[src/rtl/calc_input_ctrl_if.sv]
// Bus between the raw calculator panel (master) and the input controller (slave):
// raw buttons/switches in, debounced levels, operands and operation event out.
interface calc_input_ctrl_if;
    logic       btn_soma_n;
    logic       btn_subt_n;
    logic       btn_mult_n;
    logic       btn_igual_n;
    logic [7:0] sw_a;
    logic [7:0] sw_b;
    logic       sw_sa;
    logic       sw_sb;
    logic       SOMA;
    logic       SUBT;
    logic       MULT;
    logic       IGUAL;
    logic [7:0] A;
    logic [7:0] B;
    logic       sinalA;
    logic       sinalB;
    logic       op_valid;
    logic [2:0] op_code;

    modport master (
        output btn_soma_n, btn_subt_n, btn_mult_n, btn_igual_n,
        output sw_a, sw_b, sw_sa, sw_sb,
        input  SOMA, SUBT, MULT, IGUAL,
        input  A, B, sinalA, sinalB,
        input  op_valid, op_code
    );

    modport slave (
        input  btn_soma_n, btn_subt_n, btn_mult_n, btn_igual_n,
        input  sw_a, sw_b, sw_sa, sw_sb,
        output SOMA, SUBT, MULT, IGUAL,
        output A, B, sinalA, sinalB,
        output op_valid, op_code
    );
endinterface

[src/rtl/calc_input_ctrl.sv]
// Calculator input stage: synchronizes and debounces four buttons, reports operations.
// Define OPERAND_LATCH_EN to freeze A/B/signs on each accepted operation.
module calc_input_ctrl #(
    parameter int unsigned DEB_CYCLES = 500000
) (
    input logic              clk,
    input logic              rst,
    calc_input_ctrl_if.slave bus
);
    typedef enum logic [1:0] {REL, PCHK, PRS, RCHK} deb_state_t;

    // Entry into a check state already counts as the first stable sample.
    localparam logic [19:0] CNT_LAST = 20'(DEB_CYCLES - 2);
    localparam logic [19:0] CNT_SAT  = 20'(DEB_CYCLES - 1);

    logic [3:0]  w_btn_raw;
    logic [3:0]  r_btn_s1;
    logic [3:0]  r_btn_s2;
    logic [17:0] w_sw_raw;
    logic [17:0] r_sw_s1;
    logic [17:0] r_sw_s2;
    logic [17:0] w_opnd;

    deb_state_t  r_state [4];
    logic [19:0] r_cnt   [4];
    logic [3:0]  r_deb;
    logic [3:0]  w_release;
    logic        w_accept;
    logic [2:0]  w_code;
    logic        r_op_valid;
    logic [2:0]  r_op_code;

    assign w_btn_raw = {bus.btn_igual_n, bus.btn_mult_n, bus.btn_subt_n, bus.btn_soma_n};
    assign w_sw_raw  = {bus.sw_sb, bus.sw_sa, bus.sw_b, bus.sw_a};

    always_ff @(posedge clk or posedge rst) begin
        if (rst) begin
            r_btn_s1 <= '1;
            r_btn_s2 <= '1;
            r_sw_s1  <= '0;
            r_sw_s2  <= '0;
        end else begin
            r_btn_s1 <= w_btn_raw;
            r_btn_s2 <= r_btn_s1;
            r_sw_s1  <= w_sw_raw;
            r_sw_s2  <= r_sw_s1;
        end
    end

    always_comb begin
        w_release = '0;
        for (int unsigned i = 0; i < 4; i++) begin
            w_release[i] = (r_state[i] == RCHK) && r_btn_s2[i] && (r_cnt[i] >= CNT_LAST);
        end
    end

    always_comb begin
        w_code = '0;
        if (w_release[0])      w_code = 3'd1;
        else if (w_release[1]) w_code = 3'd2;
        else if (w_release[2]) w_code = 3'd3;
        else if (w_release[3]) w_code = 3'd4;
    end

    assign w_accept = |w_release;

    always_ff @(posedge clk or posedge rst) begin
        if (rst) begin
            for (int unsigned i = 0; i < 4; i++) begin
                r_state[i] <= REL;
                r_cnt[i]   <= '0;
            end
            r_deb <= '1;
        end else begin
            for (int unsigned i = 0; i < 4; i++) begin
                case (r_state[i])
                    REL: begin
                        if (!r_btn_s2[i]) begin
                            r_state[i] <= PCHK;
                            r_cnt[i]   <= '0;
                        end
                    end
                    PCHK: begin
                        if (r_btn_s2[i]) begin
                            r_state[i] <= REL;
                            r_cnt[i]   <= '0;
                        end else if (r_cnt[i] >= CNT_LAST) begin
                            r_state[i] <= PRS;
                            r_cnt[i]   <= '0;
                            r_deb[i]   <= 1'b0;
                        end else if (r_cnt[i] != CNT_SAT) begin
                            r_cnt[i] <= r_cnt[i] + 20'd1;
                        end
                    end
                    PRS: begin
                        if (r_btn_s2[i]) begin
                            r_state[i] <= RCHK;
                            r_cnt[i]   <= '0;
                        end
                    end
                    RCHK: begin
                        if (!r_btn_s2[i]) begin
                            r_state[i] <= PRS;
                            r_cnt[i]   <= '0;
                        end else if (r_cnt[i] >= CNT_LAST) begin
                            r_state[i] <= REL;
                            r_cnt[i]   <= '0;
                            r_deb[i]   <= 1'b1;
                        end else if (r_cnt[i] != CNT_SAT) begin
                            r_cnt[i] <= r_cnt[i] + 20'd1;
                        end
                    end
                    default: begin
                        r_state[i] <= REL;
                        r_cnt[i]   <= '0;
                        r_deb[i]   <= 1'b1;
                    end
                endcase
            end
        end
    end

    // Lower-priority releases in the same clock are dropped, not queued.
    always_ff @(posedge clk or posedge rst) begin
        if (rst) begin
            r_op_valid <= 1'b0;
            r_op_code  <= '0;
        end else begin
            r_op_valid <= w_accept;
            if (w_accept) r_op_code <= w_code;
        end
    end

`ifdef OPERAND_LATCH_EN
    logic [17:0] r_opnd;

    always_ff @(posedge clk or posedge rst) begin
        if (rst)           r_opnd <= '0;
        else if (w_accept) r_opnd <= r_sw_s2;
    end

    assign w_opnd = r_opnd;
`else
    assign w_opnd = r_sw_s2;
`endif

    assign bus.SOMA     = r_deb[0];
    assign bus.SUBT     = r_deb[1];
    assign bus.MULT     = r_deb[2];
    assign bus.IGUAL    = r_deb[3];
    assign bus.A        = w_opnd[7:0];
    assign bus.B        = w_opnd[15:8];
    assign bus.sinalA   = w_opnd[16];
    assign bus.sinalB   = w_opnd[17];
    assign bus.op_valid = r_op_valid;
    assign bus.op_code  = r_op_code;
endmodule

[src/flat_wrapper.sv]
// flat-port wrapper written by rule: the top's interface ports become plain ports
module calc_input_ctrl_flat 
#(
    parameter int unsigned DEB_CYCLES = 500000
)
  (clk, rst, bus_btn_soma_n, bus_btn_subt_n, bus_btn_mult_n, bus_btn_igual_n, bus_sw_a, bus_sw_b, bus_sw_sa, bus_sw_sb, bus_SOMA, bus_SUBT, bus_MULT, bus_IGUAL, bus_A, bus_B, bus_sinalA, bus_sinalB, bus_op_valid, bus_op_code);
  calc_input_ctrl_if bus_i ();
  input logic clk;
  input logic rst;
  input wire logic [$bits(bus_i.btn_soma_n)-1:0] bus_btn_soma_n;
  input wire logic [$bits(bus_i.btn_subt_n)-1:0] bus_btn_subt_n;
  input wire logic [$bits(bus_i.btn_mult_n)-1:0] bus_btn_mult_n;
  input wire logic [$bits(bus_i.btn_igual_n)-1:0] bus_btn_igual_n;
  input wire logic [$bits(bus_i.sw_a)-1:0] bus_sw_a;
  input wire logic [$bits(bus_i.sw_b)-1:0] bus_sw_b;
  input wire logic [$bits(bus_i.sw_sa)-1:0] bus_sw_sa;
  input wire logic [$bits(bus_i.sw_sb)-1:0] bus_sw_sb;
  output wire logic [$bits(bus_i.SOMA)-1:0] bus_SOMA;
  output wire logic [$bits(bus_i.SUBT)-1:0] bus_SUBT;
  output wire logic [$bits(bus_i.MULT)-1:0] bus_MULT;
  output wire logic [$bits(bus_i.IGUAL)-1:0] bus_IGUAL;
  output wire logic [$bits(bus_i.A)-1:0] bus_A;
  output wire logic [$bits(bus_i.B)-1:0] bus_B;
  output wire logic [$bits(bus_i.sinalA)-1:0] bus_sinalA;
  output wire logic [$bits(bus_i.sinalB)-1:0] bus_sinalB;
  output wire logic [$bits(bus_i.op_valid)-1:0] bus_op_valid;
  output wire logic [$bits(bus_i.op_code)-1:0] bus_op_code;
  assign bus_i.btn_soma_n = bus_btn_soma_n;
  assign bus_i.btn_subt_n = bus_btn_subt_n;
  assign bus_i.btn_mult_n = bus_btn_mult_n;
  assign bus_i.btn_igual_n = bus_btn_igual_n;
  assign bus_i.sw_a = bus_sw_a;
  assign bus_i.sw_b = bus_sw_b;
  assign bus_i.sw_sa = bus_sw_sa;
  assign bus_i.sw_sb = bus_sw_sb;
  assign bus_SOMA = bus_i.SOMA;
  assign bus_SUBT = bus_i.SUBT;
  assign bus_MULT = bus_i.MULT;
  assign bus_IGUAL = bus_i.IGUAL;
  assign bus_A = bus_i.A;
  assign bus_B = bus_i.B;
  assign bus_sinalA = bus_i.sinalA;
  assign bus_sinalB = bus_i.sinalB;
  assign bus_op_valid = bus_i.op_valid;
  assign bus_op_code = bus_i.op_code;
  calc_input_ctrl #(.DEB_CYCLES(DEB_CYCLES)) u_core (.clk(clk), .rst(rst), .bus(bus_i));
endmodule
[config.mk]
export PLATFORM = sky130hd
export DESIGN_NAME = calc_input_ctrl_flat
export DESIGN_NICKNAME = d
export VERILOG_FILES = /design/src/rtl/calc_input_ctrl_if.sv /design/src/rtl/calc_input_ctrl.sv /design/src/flat_wrapper.sv
export SDC_FILE = /design/constraint.sdc
export NUM_CORES = 1
export LEC_CHECK = 0
export CORE_ASPECT_RATIO = 2
export CORE_MARGIN = 2
export CORE_UTILIZATION = 60
export DETAILED_ROUTE_END_ITERATION = 10
export GPL_ROUTABILITY_DRIVEN = 0
export PLACE_DENSITY = 0.86
export SYNTH_ARGS = -nofsm -noshare
export SYNTH_HDL_FRONTEND = slang
export SYNTH_SLANG_ARGS = --single-unit
export TNS_END_PERCENT = 20
[constraint.sdc]
create_clock -name clk -period 10.6 [get_ports clk]
set_clock_uncertainty 0.1 [all_clocks]
set_input_delay 3.18 -clock clk [delete_from_list [all_inputs] [get_ports clk]]
set_output_delay 3.18 -clock clk [all_outputs]
set_load 0.01 [all_outputs]
# After elaboration in Yosys (flattened, before gate mapping)
# Cells that the tools add are included.
# classes
n_lt_le_gt_ge	4
eq_ne	48
muxes	80
n_addsub	4
reduce_logical	29
# ops
cell	n
20-bit 2-to-1 mux	24
20-bit case mux with 4 select lines	4
20-bit by 1-bit adder with 20-bit output, second input constant	4
20-bit by 19-bit greater-or-equal comparator with 1-bit output, second input constant	4
20-bit by 19-bit != test with 1-bit output, second input constant	4
2-bit 2-to-1 mux	24
2-bit case mux with 4 select lines	4
2-bit by 1-bit != test with 1-bit output, second input constant	12
2-bit != test, second input constant	12
5-bit AND reduction	4
2-bit equality test, second input constant	8
1-bit 2-to-1 mux	16
4-bit AND reduction	4
3-bit 2-to-1 mux	4
3-bit by 1-bit != test with 1-bit output, second input constant	4
3-bit != test, second input constant	4
2-bit by 1-bit equality test with 1-bit output, second input constant	4
1-bit logical AND	8
2-bit logical NOT	4
1-bit case mux with 2 select lines	4
2-bit AND reduction	4
2-bit nonzero test	4
4-bit OR reduction	1
# word_totals
out_inout_bits	26
regBits	140
word_cells	183

# Logic depth before layout (Yosys ltp)
# depth
word_depth	7
mapped_depth	10

# Worst setup path before layout
# No wires, ideal clock.
# synth_timing
kind	register to output
start	register u_core.r_deb[0]
end	output bus_SOMA
slack_ns	6.783
path_stages_with_launch	1
path_buffers	0
t_arrival_ns	0.537
cell_sequence	dfstp_2
# synth_lines
item	line_no	rtl
start: declaration	calc_input_ctrl.sv:26	logic [3:0] r_deb;
start signal: assignment	calc_input_ctrl.sv:73	r_deb <= '1;
start signal: indexed assignment	calc_input_ctrl.sv:90	r_deb[i] <= 1'b0;
start signal: indexed assignment	calc_input_ctrl.sv:108	r_deb[i] <= 1'b1;
end: declaration	flat_wrapper.sv:18	output wire logic [$bits(bus_i.SOMA)-1:0] bus_SOMA;
# No word-level cell between the ends.

==> impl_metrics.py <==
metrics = {
    "timing": {
        "fmax_mhz": 206,
        "whs_ps": 248,
        "rsz0062_at_grt": "false",
        "fin_crit_sh_pct": 45.9,
        "setup_viol": 0,
        "slew_violations": 0,
        "fin_crit_ps": 4860,
        "hold_violations": 0,
        "worst-slew-pin-transition_ps": 1120,
        "max_slew_margin_pct": 24.8,
        "setup-tns-final_ps": 0,
    },
    "drt": {
        "drtIter0Drc": 466,
        "drt-vias-per-instance": 6.35,
        "vias": 5544,
        "drc": 0,
        "wl_mm": 15.5,
        "antenna_left": 0,
        "drtPass1Iterations": 7,
        "detail_route.wl_per_cell_um": 17.8,
    },
    "global_route": {
        "globalRouteOverflowTotal": 0,
        "grt_pass1_vias": 5326,
        "antenna_found_initial": 0,
        "grt_max_degree": 83,
        "grt_pass1_wl_mm": 25.2,
        "grt_usage_pct": 27.2,
    },
    "clock_tree": {
        "cts.sinks": 140,
        "htree_levels": 4,
        "cts_buffers": 17,
        "cts_buffer_depth": 2,
        "cts_setup_buffers": 0,
        "clock_latency_ps": 420,
        "cts.reportedPaths.clkPinSlew_ps": 60,
        "cts_resized": 0,
        "postCtsHoldBufs": 0,
        "cts_tree": "done",
        "root_buffer": "clkbuf_16",
    },
    "synthesis": {
        "netlist_area_sq_um": 6520,
        "netlist_instances": 681,
        "ys_types": 57,
        "synth_top_cells_by_count": "dfrtp_1, nand2_1, o21ai_0, nand3_1, a21oi_1",
        "synth_most_common_cell": "dfrtp_1",
        "syn_nets": 713,
        "ys.flop_type": "dfrtp_1",
        "muxShareOfSynthArea_pct": 0.614,
        "ys_ff_latch": 140,
        "synth_simple_gate_area_share_pct": 22.4,
        "syn_avg_cell_area_sq_um": 9.58,
        "yosysWarnings": 0,
        "ys_async_sr_fraction_pct": 100,
        "seq_area_frac_synth_pct": 53.9,
        "synthAdderAreaFrac_pct": 1.53,
        "synth_area_leaders": "dfrtp_1, nand2_1, dfstp_2, o21ai_0, nand3_1",
        "synth_compound_area_share_pct": 17.2,
        "synth-xor-area-share_pct": 1.34,
        "synth_top_cell_by_area": "dfrtp_1",
        "yosysTopAreaCellShare_pct": 49.1,
        "synth_enable_flop_cells": 0,
        "synth_top_family_by_area": "simple AND/OR/NAND/NOR gates",
    },
    "die": {
        "coreArea_sq_um": 10500,
        "dieArea_sq_um": 11800,
        "die_height_um": 151,
        "ioPinCount": 50,
        "rows": 53,
        "start_util_pct": 61.9,
        "fp.dieW_um": 77.7,
    },
    "place": {
        "numPortBuffers": 49,
        "dp_hpwl_mm": 10.2,
    },
    "worst_setup_path": {
        "startpoint_type": "primary input",
        "path_delay_family": "buffers and inverters",
        "reg2reg_depth": 6,
        "crit_chain": "clkdlybuf4s50_1 -> inv_4 -> buf_4",
        "cp.depth": 3,
        "crit_type": "in2async",
        "rrSetupSlack_ps": 7620,
        "worstPathRequired_ps": 10890,
        "cpMaxStageDelayCell": "buf_4",
        "critPathMaxFanout": 82,
        "critPathCaptureType": "asynchronous set/reset pin",
        "critical-path-max-stage-delay_ps": 880,
        "arrival_ps": 5160,
        "critPathBufInv": 3,
    },
    "status": {
        "outcome": "complete, no violations",
    },
    "final_layout": {
        "diodes": 0,
        "area.growth.synth_to_final_pct": 17.9,
        "drive_above_1_share_pct": 8.02,
        "fin_nets": 755,
    },
    "hold_path": {
        "hp-class": "reg2reg",
        "holdPathStages": 0,
    },
    "run": {
        "max_cap_viol_count": 0,
    },
    "power": {
        "vdd_drop_max_v": 0.000127,
        "finalPower_mw": 1.39,
        "p_leak_nw": 3.25,
        "p_per_area_nw_per_um2": 181,
    },
}
## logic make-up (layout without fill, tap and decap cells)
| group | after synthesis | in the layout |
|---|---|---|
| AOI/OAI and AO/OA | 182 | 182 |
| muxes | 4 | 4 |
| adders and majority gates | 8 | 8 |
| DFF | 140 | 140 |
| buffers and inverters | 49 | 104 |
| and+or+nand+nor | 288 | 288 |
| xor gates and xnor gates | 10 | 10 |
## report_power, final
part	switching, mW	total [mW]	internal (mW)	leakage, nW
Combinational	0.141	0.209	0.0681	1.16
Sequential	0.0401	0.608	0.568	1.81
Clock	0.238	0.578	0.339	0.270
## metal layers
metal	up-vias	wire length (um)	global-route usage, %
met5	-	0	0
met4	0	322	11.3
met3	32	608	4.74
met2	186	8820	50.2
met1	2736	5800	30.7
li1	2590	-	-
## state kept, by name, summed over array words and instances (netlist names), named ones only
signal,cells
u_core.bus.op_valid,1
u_core.r_sw_s2,18
u_core.r_state,4
u_core.r_btn_s1,4
u_core.bus.op_code,3
u_core.r_deb,4
u_core.r_cnt,80
u_core.r_sw_s1,18
u_core.r_btn_s2,4
## area by class of cell
type / count / area, sq um
Fill cell: 696 / 2850
Clock inverter: 13 / 129
Tap cell: 137 / 171
Timing Repair Buffer: 52 / 513
Sequential cell: 140 / 3520
Multi-Input combinational cell: 492 / 2830
Clock buffer: 19 / 453
Inverter: 20 / 77.6
## metrics by stage
stage | setup WS (ps) | utilization [%] | cells | cell area [sq um]
6_report | 5740 | 73.0 | 873 | 7690
4_1_cts | 5670 | 73.0 | 873 | 7690
3_5_place_dp | 5220 | 67.4 | 841 | 7110
2_1_floorplan | 3590 | - | 681 | 6520
3_3_place_gp | 5300 | 67.4 | 841 | 7110
5_1_grt | 5380 | 73.0 | 873 | 7690
## final timing paths
check                                             start                            to
setup / recovery                                    rst  u_core.r_cnt[46]$_DFFE_PP0P_
hold reg to reg            u_core.r_sw_s1[15]$_DFF_PP0_  u_core.r_sw_s2[15]$_DFF_PP0_
hold / removal             u_core.r_sw_s1[15]$_DFF_PP0_  u_core.r_sw_s2[15]$_DFF_PP0_
max in group clk            u_core.r_deb[0]$_DFFE_PP1P_                      bus_SOMA
min in group asynchronous                           rst  u_core.r_sw_s2[16]$_DFF_PP0_
setup reg to reg           u_core.r_cnt[71]$_DFFE_PP0P_  u_core.r_cnt[64]$_DFFE_PP0P_
## layout by cell type (no fill, tap or decap), types with 12 or more instances in the layout
cell type,instances
dfrtp_1,128
nand2_1,88
o21ai_0,57
clkdlybuf4s50_1,49
nand3_1,44
a21oi_1,40
nor2_1,38
a31oi_1,28
nand4_1,22
inv_1,19
or3_1,18
clkbuf_16,17
nor3_1,15
and2_1,12
dfstp_2,12
No activity file was read; power rests on OpenSTA's default activity.
